## config.mk

```make
export PLATFORM = sky130hd
export DESIGN_NAME = tx_shift_sequencer
export DESIGN_NICKNAME = d
export VERILOG_FILES = /design/src/rtl/tx_shift_sequencer.sv
export SDC_FILE = /design/constraint.sdc
export NUM_CORES = 1
export LEC_CHECK = 0
export CAP_MARGIN = 20
export CORE_MARGIN = 2
export CORE_UTILIZATION = 57
export CTS_BUF_LIST = sky130_fd_sc_hd__clkbuf_8
export DETAILED_ROUTE_END_ITERATION = 8
export GPL_TIMING_DRIVEN = 0
export PLACE_DENSITY = 0.8
export SYNTH_ARGS = -nofsm -noshare
export SYNTH_HDL_FRONTEND = slang
export SYNTH_SLANG_ARGS = --single-unit
export TNS_END_PERCENT = 1
```

## constraint.sdc

```tcl
create_clock -name clk -period 2.9 [get_ports clk]
set_input_delay 0.725 -clock clk [delete_from_list [all_inputs] [get_ports clk]]
set_output_delay 0.725 -clock clk [all_outputs]
set_load 0.03 [all_outputs]
```

## src/rtl/tx_shift_sequencer.sv

```systemverilog
// tx_shift_sequencer: drives one USB full-speed packet onto the D+/D- pins.
// It sends SYNC, then pulls bytes from the TX buffer into an external
// parallel-in/serial-out shift register and NRZI-encodes the serial bit
// stream with bit stuffing. It closes the packet with EOP (SE0, SE0, J).
// The line level for a bit period is a function of the level latched at
// the end of the previous period and the current period's bit. serial_in
// only changes on bit_tick edges, so the pins are stable for a whole period.
module tx_shift_sequencer #(
    parameter int CLKS_PER_BIT = 8,
    parameter int CNT_W        = 7
) (
    input  logic             clk,
    input  logic             rst,
    input  logic             tx_start,
    input  logic [CNT_W-1:0] tx_byte_count,
    input  logic             buffer_empty,
    input  logic             serial_in,
    output logic             load_data,
    output logic             byte_pop,
    output logic             shift_en,
    output logic             dp_out,
    output logic             dm_out,
    output logic             tx_busy,
    output logic             tx_done,
    output logic             tx_error
);

    localparam int CLK_W = (CLKS_PER_BIT > 1) ? $clog2(CLKS_PER_BIT) : 1;
    localparam logic [CLK_W-1:0] LAST_CLK = CLK_W'(CLKS_PER_BIT - 1);

    typedef enum logic [2:0] {
        ST_IDLE,
        ST_SYNC,
        ST_DATA,
        ST_STUFF,
        ST_EOP_SE0,
        ST_EOP_J
    } state_t;

    state_t           state_q, state_d;
    logic [CLK_W-1:0] clk_cnt_q, clk_cnt_d;
    logic [2:0]       bit_idx_q, bit_idx_d;
    logic [CNT_W-1:0] bytes_left_q, bytes_left_d;
    logic [2:0]       ones_q, ones_d;
    logic             stuff_to_eop_q, stuff_to_eop_d;
    logic             level_q, level_d;       // 1 = J, 0 = K
    logic             tx_error_q, tx_error_d;
    logic             tx_done_q, tx_done_d;

    logic             bit_tick;
    logic             cur_bit;
    logic             nrzi_level;
    logic [2:0]       ones_next;
    logic             data_to_eop;

    assign bit_tick  = (state_q != ST_IDLE) && (clk_cnt_q == LAST_CLK);
    assign ones_next = serial_in ? (ones_q + 3'd1) : 3'd0;
    assign tx_busy   = (state_q != ST_IDLE);
    assign tx_done   = tx_done_q;
    assign tx_error  = tx_error_q;
    assign byte_pop  = load_data;

    // State and counter registers; reset lands in IDLE driving J.
    always_ff @(posedge clk or posedge rst) begin
        if (rst) begin
            state_q        <= ST_IDLE;
            clk_cnt_q      <= '0;
            bit_idx_q      <= '0;
            bytes_left_q   <= '0;
            ones_q         <= '0;
            stuff_to_eop_q <= 1'b0;
            level_q        <= 1'b1;
            tx_error_q     <= 1'b0;
            tx_done_q      <= 1'b0;
        end else begin
            state_q        <= state_d;
            clk_cnt_q      <= clk_cnt_d;
            bit_idx_q      <= bit_idx_d;
            bytes_left_q   <= bytes_left_d;
            ones_q         <= ones_d;
            stuff_to_eop_q <= stuff_to_eop_d;
            level_q        <= level_d;
            tx_error_q     <= tx_error_d;
            tx_done_q      <= tx_done_d;
        end
    end

    // Current bit, its NRZI level and the resulting pin pair.
    always_comb begin
        cur_bit = 1'b1;
        dp_out  = 1'b1;
        dm_out  = 1'b0;
        case (state_q)
            ST_SYNC:  cur_bit = (bit_idx_q == 3'd7);
            ST_DATA:  cur_bit = serial_in;
            ST_STUFF: cur_bit = 1'b0;
            default:  cur_bit = 1'b1;
        endcase
        nrzi_level = cur_bit ? level_q : ~level_q;
        case (state_q)
            ST_SYNC, ST_DATA, ST_STUFF: begin
                dp_out = nrzi_level;
                dm_out = ~nrzi_level;
            end
            ST_EOP_SE0: begin
                dp_out = 1'b0;
                dm_out = 1'b0;
            end
            default: begin
                dp_out = 1'b1;
                dm_out = 1'b0;
            end
        endcase
    end

    // Next-state, bit-period bookkeeping and shift register strobes.
    always_comb begin
        state_d        = state_q;
        clk_cnt_d      = clk_cnt_q;
        bit_idx_d      = bit_idx_q;
        bytes_left_d   = bytes_left_q;
        ones_d         = ones_q;
        stuff_to_eop_d = stuff_to_eop_q;
        level_d        = level_q;
        tx_error_d     = 1'b0;
        tx_done_d      = 1'b0;
        load_data      = 1'b0;
        shift_en       = 1'b0;
        data_to_eop    = 1'b0;

        if (state_q != ST_IDLE) begin
            clk_cnt_d = bit_tick ? '0 : (clk_cnt_q + CLK_W'(1));
        end
        if (bit_tick && (state_q == ST_SYNC || state_q == ST_DATA || state_q == ST_STUFF)) begin
            level_d = nrzi_level;
        end

        case (state_q)
            ST_IDLE: begin
                level_d   = 1'b1;
                clk_cnt_d = '0;
                if (tx_start) begin
                    if (tx_byte_count != '0) begin
                        state_d      = ST_SYNC;
                        bytes_left_d = tx_byte_count;
                        bit_idx_d    = '0;
                        ones_d       = '0;
                    end else begin
                        tx_error_d = 1'b1;
                    end
                end
            end
            ST_SYNC: begin
                if (bit_tick) begin
                    if (bit_idx_q == 3'd7) begin
                        ones_d    = 3'd1;
                        bit_idx_d = '0;
                        if (!buffer_empty) begin
                            load_data = 1'b1;
                            state_d   = ST_DATA;
                        end else begin
                            tx_error_d = 1'b1;
                            state_d    = ST_EOP_SE0;
                        end
                    end else begin
                        bit_idx_d = bit_idx_q + 3'd1;
                    end
                end
            end
            ST_DATA: begin
                if (bit_tick) begin
                    ones_d = ones_next;
                    if (bit_idx_q != 3'd7) begin
                        shift_en  = 1'b1;
                        bit_idx_d = bit_idx_q + 3'd1;
                    end else begin
                        bytes_left_d = bytes_left_q - CNT_W'(1);
                        if (bytes_left_q > CNT_W'(1)) begin
                            if (!buffer_empty) begin
                                load_data = 1'b1;
                                bit_idx_d = '0;
                            end else begin
                                tx_error_d  = 1'b1;
                                data_to_eop = 1'b1;
                            end
                        end else begin
                            data_to_eop = 1'b1;
                        end
                    end
                    if (data_to_eop) begin
                        bit_idx_d = '0;
                    end
                    // A sixth consecutive one forces a stuffed zero first.
                    if (ones_next == 3'd6) begin
                        state_d        = ST_STUFF;
                        stuff_to_eop_d = data_to_eop;
                    end else if (data_to_eop) begin
                        state_d = ST_EOP_SE0;
                    end
                end
            end
            ST_STUFF: begin
                if (bit_tick) begin
                    ones_d  = '0;
                    state_d = stuff_to_eop_q ? ST_EOP_SE0 : ST_DATA;
                end
            end
            ST_EOP_SE0: begin
                if (bit_tick) begin
                    if (bit_idx_q == 3'd1) begin
                        bit_idx_d = '0;
                        state_d   = ST_EOP_J;
                    end else begin
                        bit_idx_d = bit_idx_q + 3'd1;
                    end
                end
            end
            ST_EOP_J: begin
                if (bit_tick) begin
                    state_d   = ST_IDLE;
                    tx_done_d = 1'b1;
                end
            end
            default: state_d = ST_IDLE;
        endcase
    end

endmodule

```

# Word level (Yosys, flattened, before mapping)
# Cells that the tools add are included.
[op_classes]
n_eq_ne = 23
addsub = 4
bitwise = 2
mux = 70
reduce_logical = 18
magnitude_cmp = 1
[op_table]
columns = ["operator", "count"]
rows = [
  ["2-to-1 mux 3 bit", 31],
  ["2-to-1 mux 7 bit", 4],
  ["2-to-1 mux 1 bit", 27],
  ["case mux 3 bit (4 select lines)", 2],
  ["!= test 2 bit, second input constant", 9],
  ["case mux 3 bit (6 select lines)", 1],
  ["equality test 3 bit, second input constant", 5],
  ["case mux 7 bit (2 select lines)", 1],
  ["AND reduction 10 bit", 1],
  ["adder 3 x 1 -> 3 bit, second input constant", 3],
  ["AND reduction 8 bit", 1],
  ["nonzero test 4 bit", 2],
  ["greater-than comparator 7 x 1 -> 1 bit, second input constant", 1],
  ["AND reduction 7 bit", 1],
  ["nonzero test 7 bit", 1],
  ["subtractor 7 x 1 -> 7 bit, second input constant", 1],
  ["equality test 3 x 1 -> 1 bit, second input constant", 2],
  ["equality test 3 x 2 -> 1 bit, second input constant", 2],
  ["case mux 1 bit (3 select lines)", 2],
  ["nonzero test 2 bit", 3],
  ["AND reduction 5 bit", 1],
  ["!= test 4 x 1 -> 1 bit, second input constant", 1],
  ["!= test 4 x 2 -> 1 bit, second input constant", 1],
  ["case mux 1 bit (2 select lines)", 2],
  ["other kinds (10)", 13],
]
[word_totals]
ff_bits = 23
wordCells = 127
inputBits = 12
output_inout_bits = 8

# Logic depth before layout (Yosys ltp)
# Gate-level depths: netlist of run 1.
[logic_depth]
word_depth = 9
mapped_depth = 8
mapped_depth_nobuf = 7

# Worst setup path after synthesis of run 1
# No wires, ideal clock.
[synth_timing]
path_type = "flip-flop to output port"
from = "register bit_idx_q[0]"
to = "output dp_out"
path_stages_with_launch = 8
path_slack_ns = -0.141
arrival_ns = 2.316
n_path_buf = 0
path_cell_list = "dfrtp_1 -> ha_1 -> ha_1 -> nor2b_1 -> o22ai_1 -> xnor2_1 -> nor3_1 -> a21oi_1"
[synth_between]
elab_chain_len = 4
[synth_rtl]
columns = ["item", "line_no", "text"]
rows = [
  ["start, declared", "42", "logic [2:0] bit_idx_q, bit_idx_d;"],
  ["start signal, assigned", "78", "bit_idx_q <= bit_idx_d;"],
  ["equality test 3 bit", "94", "ST_SYNC: cur_bit = (bit_idx_q == 3'd7);"],
  ["case mux 1 bit (3 select lines)", "93", "case (state_q)"],
  ["2-to-1 mux 1 bit", "99", "nrzi_level = cur_bit ? level_q : ~level_q;"],
  ["case mux 1 bit (2 select lines)", "100", "case (state_q)"],
  ["end, declared", "21", "output logic dp_out,"],
]
# No other way between the ends.

# Final worst setup path of run 1
[layout_timing]
from = "register clk_cnt_q[0]"
to = "output load_data"
[layout_between]
elab_chain_len = 4
elab_cells_between_ends = 5
[layout_rtl]
columns = ["item", "line_no", "text"]
rows = [
  ["start, declared", "41", "logic [CLK_W-1:0] clk_cnt_q, clk_cnt_d;"],
  ["start signal, assigned", "77", "clk_cnt_q <= clk_cnt_d;"],
  ["equality test 3 bit *", "56", "assign bit_tick = (state_q != ST_IDLE) && (clk_cnt_q == LAST_CLK);"],
  ["logical AND 1 bit *", "56", ""],
  ["2-to-1 mux 1 bit (on tied branches)", "171, 154", ""],
  ["case mux 1 bit (2 select lines) *", "138", "case (state_q)"],
  ["end, declared", "18", "output logic load_data,"],
]
# Every way passes the cells marked *; elsewhere a longest branch is shown, timed or not.

==> results.md, run 1 <==
STA:
- The number of hold-slack violations in the final timing report was 0.
- The worst pin sits at a relative slew slack of 0.3949.
- The final worst-path cycle share is 0.9727.
- Hold timing on the final database bottoms out at a slack of approximately 450 ps.
- The final count of pins violating max slew is 0.
- The worst path needs approximately 2800 ps of the cycle, external delays included.
- Based on the critical path, the design can be clocked at up to 354.5 MHz.
- Across all setup checks in the final design, the least slack found is 79.08 ps.
- The slew of the pin with the lowest slew margin is 906.7 ps.
- The number of setup violations in the final report is 0.
- The worst-case clock skew is 1.849 ps.

Synth:
- Synthesis produced a netlist with a net count of between 150 and 200.
- The total standard cell area after synthesis is 0.001579 mm2.
- Of the total synthesized cell area, the portion taken by AND, OR, NAND and NOR gates is 0.2219.
- Of the total synthesized cell area, the portion taken by XOR and XNOR cells is 0.02219.
- For this run, the register share of the synthesized area comes to 0.3653.
- Synthesis produced a netlist whose cell count is 177.
- The mean area per synthesized cell is 8.921 um2.
- For this run, the number of Yosys warnings is 0.
- The main combinational cell family by area after synthesis is simple AND/OR/NAND/NOR gates.
- Yosys mapped the design onto 51 distinct sky130hd cell types.
- The mux share of post-synthesis cell area is 0.06022.
- The complex-gate fraction of the synthesized area came to 0.1926.
- The adder-cell share of the synthesized area is 0.06339.
- The flip-flop and latch count after synthesis is 23.

Place:
- Before CTS, the worst setup slack after placement is -451.4 ps.
- Detailed placement ended at an HPWL of 2.681 mm.
- The number of buffer cells added on primary ports is 19.
- The placement-stage cell area is 0.001813 mm2.
- The global placer's final weighted congestion is just under 0.9.

Final layout:
- With fillers left out, the area of the finished cells amounts to ~0.0019 mm2.
- The area added between synthesis and finish is 21.79%.
- The net total in the final layout is 225.
- The count of antenna diodes in the layout is 0.
- In the layout the commonest cells are 22 x sky130_fd_sc_hd__nor2_1, 22 x sky130_fd_sc_hd__dfrtp_1, 15 x sky130_fd_sc_hd__clkdlybuf4s50_1.
- In the final layout, the share of cells above drive strength 1 is 0.1912.

CTS:
- The clock reaches the later pin of the worst-skew pair after 270 ps.
- The number of clock buffers inserted by TritonCTS is 3.
- The number of buffers on the longest clock path is 2.
- For this design, the sink count on the clock tree is 23.
- The H-tree depth reported by CTS is 1.
- The clock-pin slew of the registers on the worst-case setup and hold paths is 80 ps.
- CTS placed an instance of sky130_fd_sc_hd__clkbuf_8 at the clock tree root.
- TritonCTS built the clock tree.

Global route:
- Entering global routing, the biggest net connects 24 pins.
- The sum of overflow across all layers after global routing is 0.
- The global-route wire length before repair is 6.134 mm.
- The initial antenna violation count is 0.
- In the global route stage, overall resource usage came out at 0.2399.
- The via count of the first global-routing pass is 1387.

Job:
- The tool flagged a number of max-cap violations equal to 0.

Detailed routing:
- The number of detailed-routing iterations run before antenna repair is 4.
- The count of routing violations after the opening detailed-route iteration is 80.
- The final wirelength is 3.711 mm.
- In this run the remaining antenna-violating nets after routing total 0.
- The detailed router placed 1449 vias in this run.
- The DRC violations left is 0.
- After detailed routing, the number of vias per cell comes to 6.166.
- In the final routed layout, each cell accounts on average for 15.79 um.

Pwr:
- For this design the static power due to leakage is 0.8570 nW.
- Dividing total power by cell area gives a power density of 919.7 mW/mm2.
- The maximum vdd ir drop is 0.6052 mV.

Floorplan:
- The I/O pin total is 20.
- The number of rows in the core area is 19.
- The die is 56.63 um tall.
- The die boundary width is about 57 um.
- The die footprint is 0.003207 mm2.
- The core region area is 0.002686 mm2.
- The starting density of the core is 0.5878.

Worst setup path:
- The signal on the critical path passes through ha_2 > ha_4 > nor2b_4 > nand2_1 > a311oi_2 > nor2b_2 > buf_4 > clkdlybuf4s18_2.
- The category of the critical setup timing path is register to primary output.
- The critical path startpoint is clk_cnt_q[0].
- The worst register-to-register path begins at clk_cnt_q[0].
- The highest-delay cell along the critical path is sky130_fd_sc_hd__dfrtp_1.
- The count of buffer and inverter cells on the critical path is 2.
- The longest individual stage delay on the worst path is between 300 and 400 ps.
- The startpoint class of the critical path is a register.
- The endpoint required time on the critical path is 2170 ps.
- The data arrival time of the worst path is 2100 ps.
- Of all nets on the critical path, the largest fanout is 7.
- The category of cells accounting for the largest share of critical-path delay is simple AND/OR/NAND/NOR gates.
- The kind of end point of the critical path is a primary output.

Hold path:
- The worst hold path begins at clk_cnt_q[0].
- The tightest min-delay check is of the register to register type.

Run status:
- The flow ran to the end, and the final reports show no timing, DRC or antenna violations.
[routing by layer]
metal / GRT usage / vias to the layer above / wire length (um)
li1: - / 687 / -
met3: 0.02074 / 6 / 131
met4: 0.07483 / 0 / 53
met2: 0.4385 / 41 / 1926
met5: 0 / - / 0
met1: 0.2957 / 715 / 1601
[per-stage QoR]
stage                     power, mW    util  setup TNS [ps]  cells
after CTS                     1.752  0.7019               0    230
after global routing          1.908  0.7159          -4.567    235
after detailed placement      1.534  0.6749           -1619    227
after global placement        1.484  0.6749           -1431    227
final                         1.769  0.7159               0    235
after floorplan               1.274       -               0    177
[power by group]
part / leakage [nW] / switching [mW] / internal [mW]
registers: 0.291 / 0.124 / 0.435
clock network: 0.0255 / 0.108 / 0.0961
logic: 0.540 / 0.575 / 0.430
total: 0.857 / 0.807 / 0.962
[final timing paths]
kind                                    to  slack (ps)  cells after the start
setup / recovery                 load_data          80                      8
hold / removal                clk_cnt_q[0]         450                      1
setup reg to reg           bytes_left_q[4]         890                      8
hold reg to reg               clk_cnt_q[0]         450                      1
max in group asynchronous        ones_q[1]        1390                      2
min in group asynchronous        ones_q[0]         950                      2
[synthesized netlist by cell type, drive strengths merged]
library cell,count,share of area
dfstp,1,0.017
inv,12,0.029
nor2b,6,0.024
nor3,11,0.038
a22o,1,0.0055
a22oi,1,0.0048
nand4,1,0.0040
nor4,2,0.0079
nand4b,1,0.0055
clkbuf,2,0.0048
or3,3,0.013
o41ai,1,0.010
nand2,8,0.019
a2bb2oi,2,0.011
dfrtp,22,0.35
nor3b,2,0.017
nand3,2,0.0063
o311ai,1,0.0055
a21oi,10,0.032
o21ai,15,0.050
a21o,2,0.0095
nand2b,1,0.0040
xor2,2,0.011
mux2,4,0.029
and3,1,0.0040
nand3b,1,0.0048
nor2,22,0.052
or4,2,0.0095
xnor2,2,0.011
a311oi,1,0.0055
buf,7,0.041
and3b,1,0.0055
o22a,3,0.017
mux2i,5,0.032
ha,8,0.063
o22ai,2,0.0079
a31oi,3,0.012
o21ba,1,0.0063
a32oi,1,0.0055
and2,2,0.0079
a211oi,2,0.0095
[repair_timing]
item,in CTS,in global routing
hold buffers,0,0
setup buffers,0,5
gates resized for setup,19,6
endpoints found under the setup margin,5,4
pin swaps,0,3
[final cells by class]
type                            count  area, um2
Clock inverter                      1      5.005
Tap cell                           31      38.79
Timing Repair Buffer               24      217.7
Clock buffer                        3      41.29
Inverter                           12      45.04
Multi-Input combinational cell    133      929.6
Sequential cell                    23      576.8
Buffer                              8      68.82
Fill cell                         215      763.2
[state kept, by name (all words and copies together) (netlist names)]
signal,cells
bit_idx_q,3
state_q,3
ones_q,3
stuff_to_eop_q,1
bytes_left_q,7
clk_cnt_q,3
level_q,1
tx_done,1
tx_error,1
[kinds of logic (layout without fill, tap and decap cells)]
group	count (synthesis)	in the layout
XOR/XNOR	4	4
multiplexers	9	9
AND/OR/NAND/NOR	66	66
flip-flops	23	23
adder cells (fa/ha/maj)	8	8
AO/OA/AOI/OAI	46	46
buffers and inverters	21	48
[worst reg2reg max path: cells and delay by family, from the launching register on]
kind,cells,cell delay [ps]
AO/OA/AOI/OAI,2,570
adder cells (fa/ha/maj),2,380
buffers and inverters,2,390
flip-flops,1,390
AND/OR/NAND/NOR,2,170
(Power assumes the default switching activity.)
==> run 2: changes to the inputs <==
- SKIP_CTS_REPAIR_TIMING: not set -> 1
- SLEW_MARGIN: not set -> 20
==> results.md, run 2 (synthesis results as in run 1) <==
Final layout:
- More flip-flops sit in one register than any other, and that register is bytes_left_q.
- At the end of the flow, the number of nets in the layout was 220.
- The top cell types in the final layout, fill and taps aside, are 22 x sky130_fd_sc_hd__nor2_1, 22 x sky130_fd_sc_hd__dfrtp_1, 15 x sky130_fd_sc_hd__clkdlybuf4s50_1.
- The fraction of final layout cells with drive strength greater than 1 is 0.1709.
- The finished layout holds between 200 and 250 standard cells, fillers aside.
- 0 antenna diodes ended up in the layout.
- The filler cell count in the final layout is 220.
- For this run, the share of the core covered by cells in the final layout is 0.6973.
- The flip-flop count of the largest register after layout is 7.
- Relative to the synthesized area, the layout overhead comes to 18.62%.

Pwr:
- The switching part of the total power is 0.4588.
- The total power consumption of the routed design is 1.752 mW.
- The clock network fraction of design power is 0.117.
- Of the total power, registers draw 0.319.
- The share of power burned in combinational logic is 0.564.
- For this design the total switching power over the nets is 0.8038 mW.
- The power density relative to cell area is 935.3 mW/mm2.
- Internal power comes to 0.9482 mW.
- In this run the static leakage power is between 0.8 and 0.9 nW.
- VDD sags by at most 0.6020 mV.

STA:
- The worst relative slew slack is 0.3982.
- The number of setup violations in the final report is 0.
- The number of hold-slack violations in the final timing report is 0.
- Setup repair after global routing could not meet its margin everywhere.
- The worst-case clock skew is 1.771 ps.
- The final worst-path cycle share is 0.9706.
- The final critical-path required period is 2815 ps.
- For the pin with the worst max-slew slack, the measured transition is roughly 900 ps.
- The final count of pins violating max slew came to 0.
- Static timing analysis puts the maximum clock frequency at 355.3 MHz.
- The summed negative setup slack over all endpoints is 0 ps.

CTS:
- The clock passes through at most 2 buffers.
- The number of clock buffers inserted by TritonCTS is 3.
- The tree is rooted in a sky130_fd_sc_hd__clkbuf_8.
- The tree built by TritonCTS fans out to 23 sinks.
- Clock latency on the worst-skew pair, taken at its later pin, is 270 ps.
- The clock-pin slew of the registers on the worst-case setup and hold paths is 80 ps.
- CTS built an H-tree with a depth of 1.
- TritonCTS built the clock tree.

Global route:
- The met2 track demand over resource in global routing is 0.4319.
- The met1 capacity usage during global routing is 0.2883.
- The via count of the first global-routing pass is 1392.
- Entering global routing, the biggest net connects 24 pins.
- The initial antenna violation count is 0.
- The first global-routing pass estimated 6.058 mm of wire.
- The most congested layer reported by global routing is met2.
- Across every metal layer, demand over resource in global routing totals 0.2360.
- The met3 demand-to-capacity share in global routing is 0.02304.
- Summed over all layers, the global routing overflow is 0.

Detailed routing:
- Before antenna repair, the detailed router went through 4 iterations.
- In the routed layout, each cell is associated on average with a via count of 6.174.
- Wires add up to 3.627 mm.
- Once detail routing completed, the nets flagged for antenna violations numbered 0.
- The DRC violations left is 0.
- The first routing iteration left 74 violations.
- The routed layout has 1420 vias.
- The routed length per instance is 15.77 um.

Place:
- The HPWL after detailed placement is 2.681 mm.
- The number of buffer cells added on primary ports is 19.
- The global placer's final weighted congestion is a little under 0.9.
- The total instance count after detailed placement is about 230.

Job:
- The number of max-cap violations is 0.

Worst setup path:
- In this run the critical register-to-register path is captured at bytes_left_q[4].
- Data on the critical path is required at its endpoint by 2170 ps.
- STA classifies the critical path endpoint as a primary output.
- The most critical setup path has its endpoint at shift_en.
- In this run the worst setup path begins at state_q[2].
- The startpoint class of the critical path is a register.
- The worst-case register-to-register setup slack is 950 ps.
- The cell depth of the worst flop-to-flop path is 7.
- The reg-to-reg critical path startpoint is bit_idx_q[0].
- The category of the critical setup timing path is register to primary output.
- The data arrival time of the worst path is 2090 ps.
- The highest fanout seen on the critical path is 5.

Floorplan:
- The die height is 56.63 um.
- The core region is approximately 0.0027 mm2.
- The starting density of the core is 0.5878.
- In this run the horizontal extent of the chip is 56.63 um.
- The die covers about 0.0032 mm2.
- The I/O pin total is 20.
- The number of rows in the core area is 19.

Hold path:
- The worst min-delay path class is register to register.

Run status:
- The flow ran to the end, and the final reports show no timing, DRC or antenna violations.
==> run 2: cell count changes in the layout (fill, tap and decap cells not counted), sizes merged <==
cell	delta
clkdlybuf4s15	-1
clkbuf	+3
buf	-6
clkdlybuf4s18	-1
==> run 2: worst min-delay path by stage <==
stage | start | to | cells after the start
4_1_cts | clk_cnt_q[0] | clk_cnt_q[0] | 1
3_5_place_dp | clk_cnt_q[0] | clk_cnt_q[0] | 1
3_3_place_gp | clk_cnt_q[0] | clk_cnt_q[0] | 1
6_report | clk_cnt_q[0] | clk_cnt_q[0] | 1
5_1_grt | clk_cnt_q[0] | clk_cnt_q[0] | 1
2_1_floorplan | clk_cnt_q[0] | clk_cnt_q[0] | 1
==> run 2: power groups by stage <==
stage	Clock (mW)	Combinational (mW)	Sequential, mW
final	0.204	0.988	0.560
after detailed placement	0	0.973	0.562
after global placement	0	0.932	0.552
after floorplan	0	0.739	0.535
after CTS	0.208	0.982	0.555
after global routing	0.217	1.09	0.577
==> run 2: final cells by class <==
class | count | area (um2) | share of cell area
well taps | 31 | 38.79 | 0.02071
plain buffers | 8 | 68.82 | 0.03674
clock buffers | 3 | 41.29 | 0.02204
inverters | 12 | 45.04 | 0.02405
flip-flops and latches | 23 | 576.8 | 0.3079
repair buffers | 19 | 170.2 | 0.09085
multi-input cells | 133 | 927.1 | 0.4950
clock inverters | 1 | 5.005 | 0.002672
==> run 2: metal layers <==
layer,vias up,wire (um)
met2,39,1864
met5,-,0
met3,7,119
met1,694,1589
met4,0,55
li1,680,-
==> run 2: per-stage QoR <==
stage                     hold WS [ps]  setup WS (ps)  instance area, um2
after detailed placement         438.7         -451.4                1813
after global routing             469.4         -49.71                1873
after CTS                        450.8         -735.3                1859
final                            446.4          85.32                1873
after floorplan                  415.0          17.51                1584
after global placement           425.7         -412.6                1813
==> run 2: worst max-delay path, cell delays in order, from the launching register on <==
cell and delay (ps):
sky130_fd_sc_hd__dfrtp_1 460, sky130_fd_sc_hd__nor3b_4 360, sky130_fd_sc_hd__nand2_1 170, sky130_fd_sc_hd__nor2_1 130
sky130_fd_sc_hd__clkdlybuf4s50_1 710
==> run 3: changes to the inputs <==
- HOLD_SLACK_MARGIN: not set -> 0.06
- SETUP_SLACK_MARGIN: not set -> 0.15
==> results.md, run 3 (synthesis results as in run 1) <==
CTS:
- The clock tree from TritonCTS is built.
- TritonCTS created 3 clock buffers.
- The clock-pin slew of the registers on the worst-case setup and hold paths is roughly 80 ps.
- No sink is reached through more buffers than the 2 on the longest clock path.
- CTS saw 23 sinks.
- The clock latency of the later-clocked register in the worst-skew pair is 270 ps.
- The H-tree depth reported by CTS is 1.
- The clock root buffer is sky130_fd_sc_hd__clkbuf_8.

Final layout:
- bytes_left_q holds more flip-flops than any other register.
- The cell area after layout is 0.001918 mm2.
- The repair_antennas step left the layout with diodes totalling 0.
- The library cells used most frequently in the layout, excluding fill and tap cells, are 22 x sky130_fd_sc_hd__nor2_1, 22 x sky130_fd_sc_hd__dfrtp_1, 13 x sky130_fd_sc_hd__clkdlybuf4s50_1.
- Of the cells placed in the final design, the portion with a size suffix greater than 1 is 0.1863.
- The register with the most flip-flops in the layout has 7 of them.
- The net total in the final layout is 225.
- Compared with the post-synthesis result, the final layout area differs by 21.47%.

Detailed routing:
- The via total after detailed routing is 1427.
- The first TritonRoute pass finished after 4 iterations.
- The count of nets left with antenna violations once routing finished came out at 0.
- After detailed routing, the number of vias per cell comes to a little over 6.
- In the routed design, unresolved DRC markers number 0.
- Dividing the detail-routed wire length by the instance count gives roughly 16 um.
- For this block, the routed nets add up to 3.650 mm of wire.
- The count of routing violations after the opening detailed-route iteration is 56.

STA:
- The slew of the pin with the lowest slew margin is around 900 ps.
- The number of setup violations in the final report is 0.
- The number of hold-slack violations in the final timing report is 0.
- In this run the tightest slew margin relative to its limit is 0.3996.
- Dividing the final minimum period by the clock period gives 0.9518.
- The summed negative setup slack over all endpoints is 0 ps.
- The final critical-path required period is about 2800 ps.
- The worst-case clock skew is 1.843 ps.
- Setup repair after global routing could not meet its margin everywhere.
- The final count of pins violating max slew is 0.
- The upper clock frequency limit is 362.3 MHz.

Place:
- After legalization and detailed placement, the total HPWL measured approximately 2.7 mm.
- The global placer's final weighted congestion is 0.8810.
- The placement-stage cell area is 0.001813 mm2.
- In this run the tool buffered the top-level ports with 19 buffer cells.

Worst setup path:
- The startpoint class of the critical path is a register.
- The data arrival time of the worst path is 2040 ps.
- The highest fanout seen on the critical path is 9.
- The endpoint of the lowest-slack register-to-register path is bytes_left_q[4].
- The startpoint identified for the worst register-to-register timing path is clk_cnt_q[0].
- The category of the critical setup timing path is register to primary output.
- Data on the critical path is required at its endpoint by between 2000 and 2500 ps.
- Setup slack on the worst reg-to-reg path comes out at just under 900 ps.
- Measured in cells, the most critical reg-to-reg path has a length of 8.
- The kind of end point of the critical path is a primary output.

Floorplan:
- The total area inside the core boundary comes to 0.002686 mm2.
- After floorplanning, the core was divided into 19 placement rows.
- The die footprint is 0.003207 mm2.
- The floorplan step set the die width to 56.63 um.
- The starting density of the core is 0.5878.
- The I/O pin total is 20.
- The die height is approximately 57 um.

Hold path:
- The worst hold path cell count is 2.
- The min-delay analysis places its worst path in the category register to register.
- The startpoint of the worst hold path is ones_q[1].
- The worst hold path terminates at ones_q[1].

Global route:
- The via count of the first global-routing pass is approximately 1.4k.
- Entering global routing, the biggest net connects 24 pins.
- The sum of overflow across all layers after global routing is 0.
- The initial antenna violation count is 0.
- The first global-routing pass estimated 6.058 mm of wire.
- Across every metal layer, demand over resource in global routing totals 0.2360.

Pwr:
- Total power for the finished layout comes to 1.774 mW.
- The power density relative to cell area is between 900 and 1000 mW/mm2.
- For this design the static power due to leakage is 0.8907 nW.
- The maximum vdd ir drop is 0.6262 mV.

Job:
- The tool flagged a number of max-cap violations equal to 0.

Run status:
- The run finished with clean final reports.
[run 3: changes by cell type in the layout (fill, tap and decap cells not counted), sizes merged]
cell           previous run  this run
dlymetal6s2s              0         2
clkdlybuf4s50            15        13
buf                       8        13
[run 3: area by class of cell]
type | count | area, um2
Multi-Input combinational cell | 133 | 924.6
Fill cell | 212 | 768.2
Sequential cell | 23 | 576.8
Timing Repair Buffer | 23 | 210.2
Buffer | 9 | 76.32
Inverter | 12 | 45.04
Clock buffer | 3 | 41.29
Tap cell | 31 | 38.79
Clock inverter | 1 | 5.005
[run 3: power breakdown]
part           switching (mW)  leakage, nW  internal, mW
Clock                   0.109       0.0255        0.0961
Combinational           0.569        0.574         0.439
Sequential              0.126        0.291         0.435
Total                   0.804        0.891         0.970
[run 3: worst max path at each step]
stage | start | end | slack (ps) | cells past startpoint
detailed placement | serial_in | dp_out | -450 | 6
CTS | clk_cnt_q[0] | load_data | -740 | 9
global placement | serial_in | dp_out | -410 | 6
finish | clk_cnt_q[0] | load_data | 140 | 9
floorplan | clk_cnt_q[0] | load_data | 20 | 8
global route | clk_cnt_q[0] | load_data | 30 | 9
[run 3: critical path, stage by stage (launching register included)]
cell and delay (ps):
sky130_fd_sc_hd__dfrtp_1 360, sky130_fd_sc_hd__ha_1 150, sky130_fd_sc_hd__ha_1 130, sky130_fd_sc_hd__buf_4 150, sky130_fd_sc_hd__nor2b_4 170, sky130_fd_sc_hd__nand2_1 80
sky130_fd_sc_hd__a311oi_2 230, sky130_fd_sc_hd__nor2b_2 200, sky130_fd_sc_hd__buf_4 110, sky130_fd_sc_hd__clkbuf_4 170
[run 3: per-stage QoR]
stage | setup WS [ps] | hold slack, ps | utilization | std cells
3_3_place_gp | -412.6 | 425.7 | 0.6749 | 227
4_1_cts | -735.3 | 450.8 | 0.6921 | 231
6_report | 139.8 | 508.1 | 0.7140 | 235
2_1_floorplan | 17.51 | 415.0 | - | 177
5_1_grt | 34.92 | 532.6 | 0.7140 | 235
3_5_place_dp | -451.4 | 438.7 | 0.6749 | 227
[run 3: layer usage]
metal	vias to the layer above	share of wire	track usage
li1	690	-	-
met1	695	0.44	0.2883
met2	36	0.52	0.4319
met3	6	0.033	0.02304
met4	0	0.011	0.07483
met5	-	0	0
